--- src/rtl/ac_thermtrip_pkg.sv ---
// Shared encodings for the thermal-trip latch slice: FSM states, source bit
// positions and counter widths.
package ac_thermtrip_pkg;

    localparam int STATE_W    = 3;
    localparam int TRIP_CNT_W = 8;
    localparam int SRC_W      = 4;

    // Bit positions within iThermSrc_n / oThermSrc
    localparam int SRC_CPU0 = 0;
    localparam int SRC_CPU1 = 1;
    localparam int SRC_MEM0 = 2;
    localparam int SRC_MEM1 = 3;

    typedef enum logic [STATE_W-1:0] {
        ST_IDLE    = 3'd0,
        ST_ARMING  = 3'd1,
        ST_ARMED   = 3'd2,
        ST_TRIP    = 3'd3,
        ST_LATCHED = 3'd4
    } state_e;

endpackage

--- src/rtl/ac_sync_filter.sv ---
// 2-FF synchronizer followed by a consecutive-low-sample filter. oFilt_n goes
// low in the same cycle the count is about to reach FILTER, so the consumer's
// registered transition lands on the very edge the count saturates.
// FILTER must be at least 1.
module ac_sync_filter #(
    parameter logic [3:0] FILTER = 4'd4
) (
    input  logic iClk_2M,
    input  logic iRst_n,
    input  logic iEn,
    input  logic iSig_n,
    output logic oFilt_n
);

    logic       sync1_q;
    logic       sync2_q;
    logic [3:0] cnt_q;
    logic [3:0] cnt_d;

    // Synchronizer idles high so reset never looks like a trip
    always_ff @(posedge iClk_2M or negedge iRst_n) begin
        if (!iRst_n) begin
            sync1_q <= 1'b1;
            sync2_q <= 1'b1;
        end else begin
            sync1_q <= iSig_n;
            sync2_q <= sync1_q;
        end
    end

    // Next low-run count: held at zero when disabled, any high sample restarts it
    always_comb begin
        cnt_d = cnt_q;
        if (!iEn) begin
            cnt_d = '0;
        end else if (sync2_q) begin
            cnt_d = '0;
        end else if (cnt_q < FILTER) begin
            cnt_d = cnt_q + 4'd1;
        end
    end

    // Low-run count register
    always_ff @(posedge iClk_2M or negedge iRst_n) begin
        if (!iRst_n) begin
            cnt_q <= '0;
        end else begin
            cnt_q <= cnt_d;
        end
    end

    assign oFilt_n = (cnt_d != FILTER);

endmodule

--- src/rtl/genCntr.sv ---
// Generic up-counter with synchronous clear (clear wins over enable).
module genCntr #(
    parameter int WIDTH = 16
) (
    input  logic             iClk,
    input  logic             iRst_n,
    input  logic             iClr,
    input  logic             iEn,
    output logic [WIDTH-1:0] oCnt
);

    logic [WIDTH-1:0] cnt_q;

    // Count while enabled, return to zero on clear
    always_ff @(posedge iClk or negedge iRst_n) begin
        if (!iRst_n) begin
            cnt_q <= '0;
        end else if (iClr) begin
            cnt_q <= '0;
        end else if (iEn) begin
            cnt_q <= cnt_q + 1'b1;
        end
    end

    assign oCnt = cnt_q;

endmodule

--- src/rtl/ac_thermtrip_latch.sv ---
// Qualifies the delayed thermtrip against the CPU power window, requests an
// immediate power-down on a qualified trip, and latches the event and its
// source for the BMC until cleared after power-off.
module ac_thermtrip_latch
    import ac_thermtrip_pkg::*;
#(
    parameter logic [15:0] ARM_DLY      = 16'd2000,
    parameter logic [3:0]  FILTER       = 4'd4,
    parameter logic [15:0] SHDN_TIMEOUT = 16'd20000
) (
    input  logic                  iClk_2M,
    input  logic                  iRst_n,
    input  logic                  iPwrGdCpu,
    input  logic                  iPltRst_n,
    input  logic                  iFM_THERMTRIP_DLY_N,
    input  logic [SRC_W-1:0]      iThermSrc_n,
    input  logic                  iPwrDownDone,
    input  logic                  iClrLatch,
    output logic                  oThermtripShdnReq,
    output logic                  oThermtripLatched_n,
    output logic [SRC_W-1:0]      oThermSrc,
    output logic [TRIP_CNT_W-1:0] oTripCnt,
    output logic                  oShdnTimeout,
    output logic [STATE_W-1:0]    oState
);

    state_e                state_q, state_d;
    logic                  shdnReq_q, shdnReq_d;
    logic                  latched_n_q, latched_n_d;
    logic [SRC_W-1:0]      src_q, src_d;
    logic [TRIP_CNT_W-1:0] tripCnt_q, tripCnt_d;
    logic                  timeout_q, timeout_d;

    logic [SRC_W-1:0]      srcSync1_q, srcSync2_q;
    logic                  tripFilt_n;
    logic [15:0]           armCnt;
    logic [15:0]           toCnt;

    // Source lines are asynchronous and idle high (inactive)
    always_ff @(posedge iClk_2M or negedge iRst_n) begin
        if (!iRst_n) begin
            srcSync1_q <= '1;
            srcSync2_q <= '1;
        end else begin
            srcSync1_q <= iThermSrc_n;
            srcSync2_q <= srcSync1_q;
        end
    end

    ac_sync_filter #(
        .FILTER (FILTER)
    ) uTripFilt (
        .iClk_2M (iClk_2M),
        .iRst_n  (iRst_n),
        .iEn     (state_q == ST_ARMED),
        .iSig_n  (iFM_THERMTRIP_DLY_N),
        .oFilt_n (tripFilt_n)
    );

    // Arm counter runs only while arming; any other state holds it cleared
    genCntr #(
        .WIDTH (16)
    ) uArmCntr (
        .iClk   (iClk_2M),
        .iRst_n (iRst_n),
        .iClr   (state_q != ST_ARMING),
        .iEn    (state_q == ST_ARMING),
        .oCnt   (armCnt)
    );

    // Shutdown timeout counter runs in ST_TRIP and parks at SHDN_TIMEOUT
    genCntr #(
        .WIDTH (16)
    ) uToCntr (
        .iClk   (iClk_2M),
        .iRst_n (iRst_n),
        .iClr   (state_q != ST_TRIP),
        .iEn    ((state_q == ST_TRIP) && (toCnt != SHDN_TIMEOUT)),
        .oCnt   (toCnt)
    );

    // Next-state and registered-output decisions; a trip outranks power loss
    always_comb begin
        state_d     = state_q;
        shdnReq_d   = shdnReq_q;
        latched_n_d = latched_n_q;
        src_d       = src_q;
        tripCnt_d   = tripCnt_q;
        timeout_d   = timeout_q;
        case (state_q)
            ST_IDLE: begin
                if (iPwrGdCpu && iPltRst_n) begin
                    state_d = ST_ARMING;
                end
            end
            ST_ARMING: begin
                if (!(iPwrGdCpu && iPltRst_n)) begin
                    state_d = ST_IDLE;
                end else if (armCnt == ARM_DLY - 16'd1) begin
                    state_d = ST_ARMED;
                end
            end
            ST_ARMED: begin
                if (!tripFilt_n) begin
                    state_d     = ST_TRIP;
                    shdnReq_d   = 1'b1;
                    latched_n_d = 1'b0;
                    src_d       = ~srcSync2_q;
                    if (tripCnt_q != '1) begin
                        tripCnt_d = tripCnt_q + 1'b1;
                    end
                end else if (!iPwrGdCpu) begin
                    state_d = ST_IDLE;
                end
            end
            ST_TRIP: begin
                if (iPwrDownDone) begin
                    state_d   = ST_LATCHED;
                    shdnReq_d = 1'b0;
                end else if (toCnt >= SHDN_TIMEOUT - 16'd1) begin
                    timeout_d = 1'b1;
                end
            end
            ST_LATCHED: begin
                if (iClrLatch && !iPwrGdCpu) begin
                    state_d     = ST_IDLE;
                    latched_n_d = 1'b1;
                    src_d       = '0;
                    timeout_d   = 1'b0;
                end
            end
            default: begin
                state_d   = ST_IDLE;
                shdnReq_d = 1'b0;
            end
        endcase
    end

    // State and output registers
    always_ff @(posedge iClk_2M or negedge iRst_n) begin
        if (!iRst_n) begin
            state_q     <= ST_IDLE;
            shdnReq_q   <= 1'b0;
            latched_n_q <= 1'b1;
            src_q       <= '0;
            tripCnt_q   <= '0;
            timeout_q   <= 1'b0;
        end else begin
            state_q     <= state_d;
            shdnReq_q   <= shdnReq_d;
            latched_n_q <= latched_n_d;
            src_q       <= src_d;
            tripCnt_q   <= tripCnt_d;
            timeout_q   <= timeout_d;
        end
    end

    assign oThermtripShdnReq   = shdnReq_q;
    assign oThermtripLatched_n = latched_n_q;
    assign oThermSrc           = src_q;
    assign oTripCnt            = tripCnt_q;
    assign oShdnTimeout        = timeout_q;
    assign oState              = state_q;

endmodule

--- config.mk ---
export PLATFORM = sky130hd
export DESIGN_NAME = ac_thermtrip_latch
export DESIGN_NICKNAME = d
export VERILOG_FILES = /design/src/rtl/ac_thermtrip_pkg.sv /design/src/rtl/ac_sync_filter.sv /design/src/rtl/genCntr.sv /design/src/rtl/ac_thermtrip_latch.sv
export SDC_FILE = /design/constraint.sdc
export NUM_CORES = 1
export LEC_CHECK = 0
export CAP_MARGIN = 10
export CELL_PAD_IN_SITES_DETAIL_PLACEMENT = 1
export CELL_PAD_IN_SITES_GLOBAL_PLACEMENT = 1
export CORE_UTILIZATION = 44
export DETAILED_ROUTE_END_ITERATION = 7
export GPL_ROUTABILITY_DRIVEN = 0
export GPL_TIMING_DRIVEN = 0
export PLACE_DENSITY = 0.9
export SLEW_MARGIN = 10
export SYNTH_ARGS = -nofsm -noshare
export SYNTH_HDL_FRONTEND = slang
export SYNTH_SLANG_ARGS = --single-unit
--- constraint.sdc ---
create_clock -name iClk_2M -period 2.3 [get_ports iClk_2M]
set_input_delay 0.69 -clock iClk_2M [delete_from_list [all_inputs] [get_ports iClk_2M]]
set_output_delay 0.69 -clock iClk_2M [all_outputs]
set_load 0.03 [all_outputs]
==> flow_metrics.env <==
export IMPL_status="finished with violations"
export IMPL_violations="DRC"
export IMPL_cts_buffers=9
export IMPL_ios=29
export IMPL_fmax_mhz=447.4
export IMPL_die_y_um=84.92
export IMPL_fin_area_um2=3581
export IMPL_syn_num_nets=316
export IMPL_multi_input_area_um2=1326
export IMPL_hpwl_mm=5.088
export IMPL_cp_num_buf_inv=1
export IMPL_hold_path_depth=0
export IMPL_critPathCaptureType="primary output"
export IMPL_grt_max_degree=65
export IMPL_final_cells=421
export IMPL_dp_cells=405
export IMPL_antenna_found_initial=0
export IMPL_min_path_type="flop to flop"
export IMPL_async_reset_ff_frac=1.000
export IMPL_cpMaxStageDelayCell="clkdlybuf4s50_1"
export IMPL_postRouteAntennaNets=0
export IMPL_fillers=724
export IMPL_start_kind="flop"
export IMPL_grt_pass1_wl_mm=12.79
export IMPL_fin_ws_ns=0.06481
export IMPL_place_ws_ns=0.09328
export IMPL_nNetsFinal=355
export IMPL_cts_max_level=3
export IMPL_synth_edf_count=0
export IMPL_holdCritStartpoint="uTripFilt.sync1_q$_DFF_PN1_"
export IMPL_clock_skew_ns=0.006655
export IMPL_worstSetupPathType="flop to primary output"
export IMPL_maxCapViolCount=0
export IMPL_vias=2448
export IMPL_cts_buffer_depth=2
export IMPL_dr_first_iter_drc_count=99
export IMPL_synth_compound_area_frac=0.08726
export IMPL_ys_ff_latch=64
export IMPL_hold_viol=0
export IMPL_placed_area_um2=3400
export IMPL_core_area_um2=6495
export IMPL_critPathArrivalTime_ns=1.55
export IMPL_dr_pass1_iters=7
export IMPL_fin_util=0.5513
export IMPL_power_mw=2.866
export IMPL_synthXorXnorAreaFrac=0.08106
export IMPL_yosys_area_share_simple=0.2345
export IMPL_yosysTopAreaCell="dfrtp_1"
export IMPL_rsz0062_at_grt="no"
export IMPL_grtUsageTotal=0.2303
export IMPL_drc=5
export IMPL_regArea_um2=1615
export IMPL_drive_gt1_frac=0.09302
export IMPL_fin_crit_ns=2.235
export IMPL_syn_inst=300
export IMPL_via_per_inst=5.815
export IMPL_syn_avg_cell_area_um2=10.08
export IMPL_max_stage_delay_ns=0.72
export IMPL_power_density_nw_per_um2=800.3
export IMPL_die_area_um2=7211
export IMPL_r2r_end="oTripCnt[1]$_DFFE_PN0P_"
export IMPL_final_cell_mix="53 x dfrtp_1, 39 x nor2_1, 26 x clkdlybuf4s50_1, 16 x inv_1"
export IMPL_ys_seq_area_frac=0.5339
export IMPL_ys_top_cells_by_area="dfrtp_1 44%, dfstp_2 9.6%, nor2_1 4.8%"
export IMPL_area_growth_pct=18.36
export IMPL_port_buffers=28
export IMPL_cp_max_fo=6
export IMPL_clk_pin_slew_ns=0.07
export IMPL_whs_endpoint="uTripFilt.sync2_q$_DFF_PN1_"
export IMPL_synthAdderAreaFrac=0.02068
export IMPL_path_cells="clkdlybuf4s50_1"
export IMPL_peakVddDrop_uv=270.1
export IMPL_grt_pass1_vias=2665
export IMPL_worst_slew_pin_transition_ns=0.8029
export IMPL_timing_reg2reg_setup_slack_ns=0.10
export IMPL_diodes=0
export IMPL_final_common_cell="dfrtp_1"
export IMPL_yosys_warnings=0
export IMPL_fp_row_count=29
export IMPL_slew_headroom=0.4647
export IMPL_setup_tns_ns=0
export IMPL_finalSetupViolCount=0
export IMPL_cts_tree="yes"
export IMPL_die_w_um=84.92
export IMPL_synth_top_family_by_area="simple AND/OR/NAND/NOR gates"
export IMPL_grt_remaining_overflow=0
export IMPL_synth_mux_area_frac=0.01034
export IMPL_holdBufCountCts=0
export IMPL_crit_required_ns=1.61
export IMPL_insertion_delay_ns=0.34
export IMPL_r2r_start="uTripFilt.cnt_q[0]$_DFF_PN0_"
export IMPL_synth_top_area_share=0.4384
export IMPL_root_buffer="clkbuf_8"
export IMPL_power_leakage_nw=1.450
export IMPL_r2r_cells=5
export IMPL_synth_ff_type="dfrtp_1"
export IMPL_cts_sinks=64
export IMPL_min_period_over_period=0.9718
export IMPL_start_util=0.4658
export IMPL_path_delay_family="buffers and inverters"
export IMPL_slew_violations=0
export IMPL_ys_types=49
export IMPL_wl_per_cell_um=17.84
export IMPL_drt_total_wl_mm=7.510
export IMPL_hold_ws_ns=0.3545
export IMPL_syn_cell_area_um2=3025
what timing repair did:
item,4_1_cts,5_1_grt
gates resized for setup,0,4
endpoints found under the setup margin,0,5
setup buffers,0,0
state kept, by name, indices dropped and copies added, names as in the netlist:
register and count:
oShdnTimeout 1, uArmCntr.oCnt 16, oThermtripShdnReq 1, srcSync2_q 4, uTripFilt.sync1_q 1, uTripFilt.cnt_q 4, oState 3, srcSync1_q 4
oTripCnt 8, uToCntr.oCnt 16, oThermtripLatched_n 1, uTripFilt.sync2_q 1, oThermSrc 4
cell usage after synthesis (2+ instances only):
cell type / n
a21oi_1: 11
a32oi_1: 2
and3_1: 3
and4_1: 3
clkbuf_1: 7
dfrtp_1: 53
dfstp_2: 11
ha_1: 5
inv_1: 16
mux2i_1: 2
nand2_1: 15
nand2b_1: 2
nand3_1: 15
nand3b_1: 3
nand4_1: 11
nor2_1: 39
nor2b_1: 3
nor3_1: 10
nor3_2: 2
nor4_1: 9
o21ai_0: 7
o21ai_1: 3
o21bai_1: 2
o22ai_1: 5
o31ai_1: 2
or3_1: 7
or3b_1: 2
or4_1: 3
xnor2_1: 14
xor2_1: 14
metal layers:
metal | vias to the layer above | routed length [um] | global-route usage
met2 | 50 | 3912 | 0.4124
met5 | - | 0 | 0
li1 | 1135 | - | -
met4 | 0 | 198 | 0.1263
met3 | 19 | 160 | 0.03405
met1 | 1244 | 3239 | 0.2658
worst max path at each step:
stage | start | to | slack [ns] | cells past startpoint
2_1_floorplan | oState[0]$_DFFE_PN0P_ | oTripCnt[1]$_DFFE_PN0P_ | 0.27 | 5
3_3_place_gp | iRst_n | uArmCntr.oCnt[9]$_DFF_PN0_ | -1.54 | 1
3_5_place_dp | uTripFilt.cnt_q[0]$_DFF_PN0_ | oThermSrc[1]$_DFFE_PN0P_ | 0.09 | 6
4_1_cts | oThermtripLatched_n$_DFFE_PN1P_ | oThermtripLatched_n | 0.004 | 1
5_1_grt | uTripFilt.cnt_q[0]$_DFF_PN0_ | oTripCnt[1]$_DFFE_PN0P_ | 0.003 | 5
6_report | oTripCnt[7]$_DFFE_PN0P_ | oTripCnt[7] | 0.06 | 1
cells by family (layout without fill, tap and decap cells):
group                    Yosys count  count (layout)
AO/OA/AOI/OAI                     41              41
XOR/XNOR                          28              28
adder cells (fa/ha/maj)            5               5
buffers and inverters             25              69
flip-flops                        64              64
multiplexers                       3               3
AND/OR/NAND/NOR                  134             134
power breakdown:
part / internal [mW] / switching (mW)
Clock: 0.421 / 0.408
Sequential: 1.23 / 0.0902
Combinational: 0.261 / 0.456
Total: 1.91 / 0.954
layout make-up:
class	count	share of cell area
clock buffers	15	0.04368
repair buffers	28	0.07827
multi-input cells	211	0.3704
well taps	77	0.02690
flip-flops and latches	64	0.4511
inverters	17	0.01782
plain buffers	8	0.01048
clock inverters	1	0.001398
No activity file was read; power rests on OpenSTA's default activity.
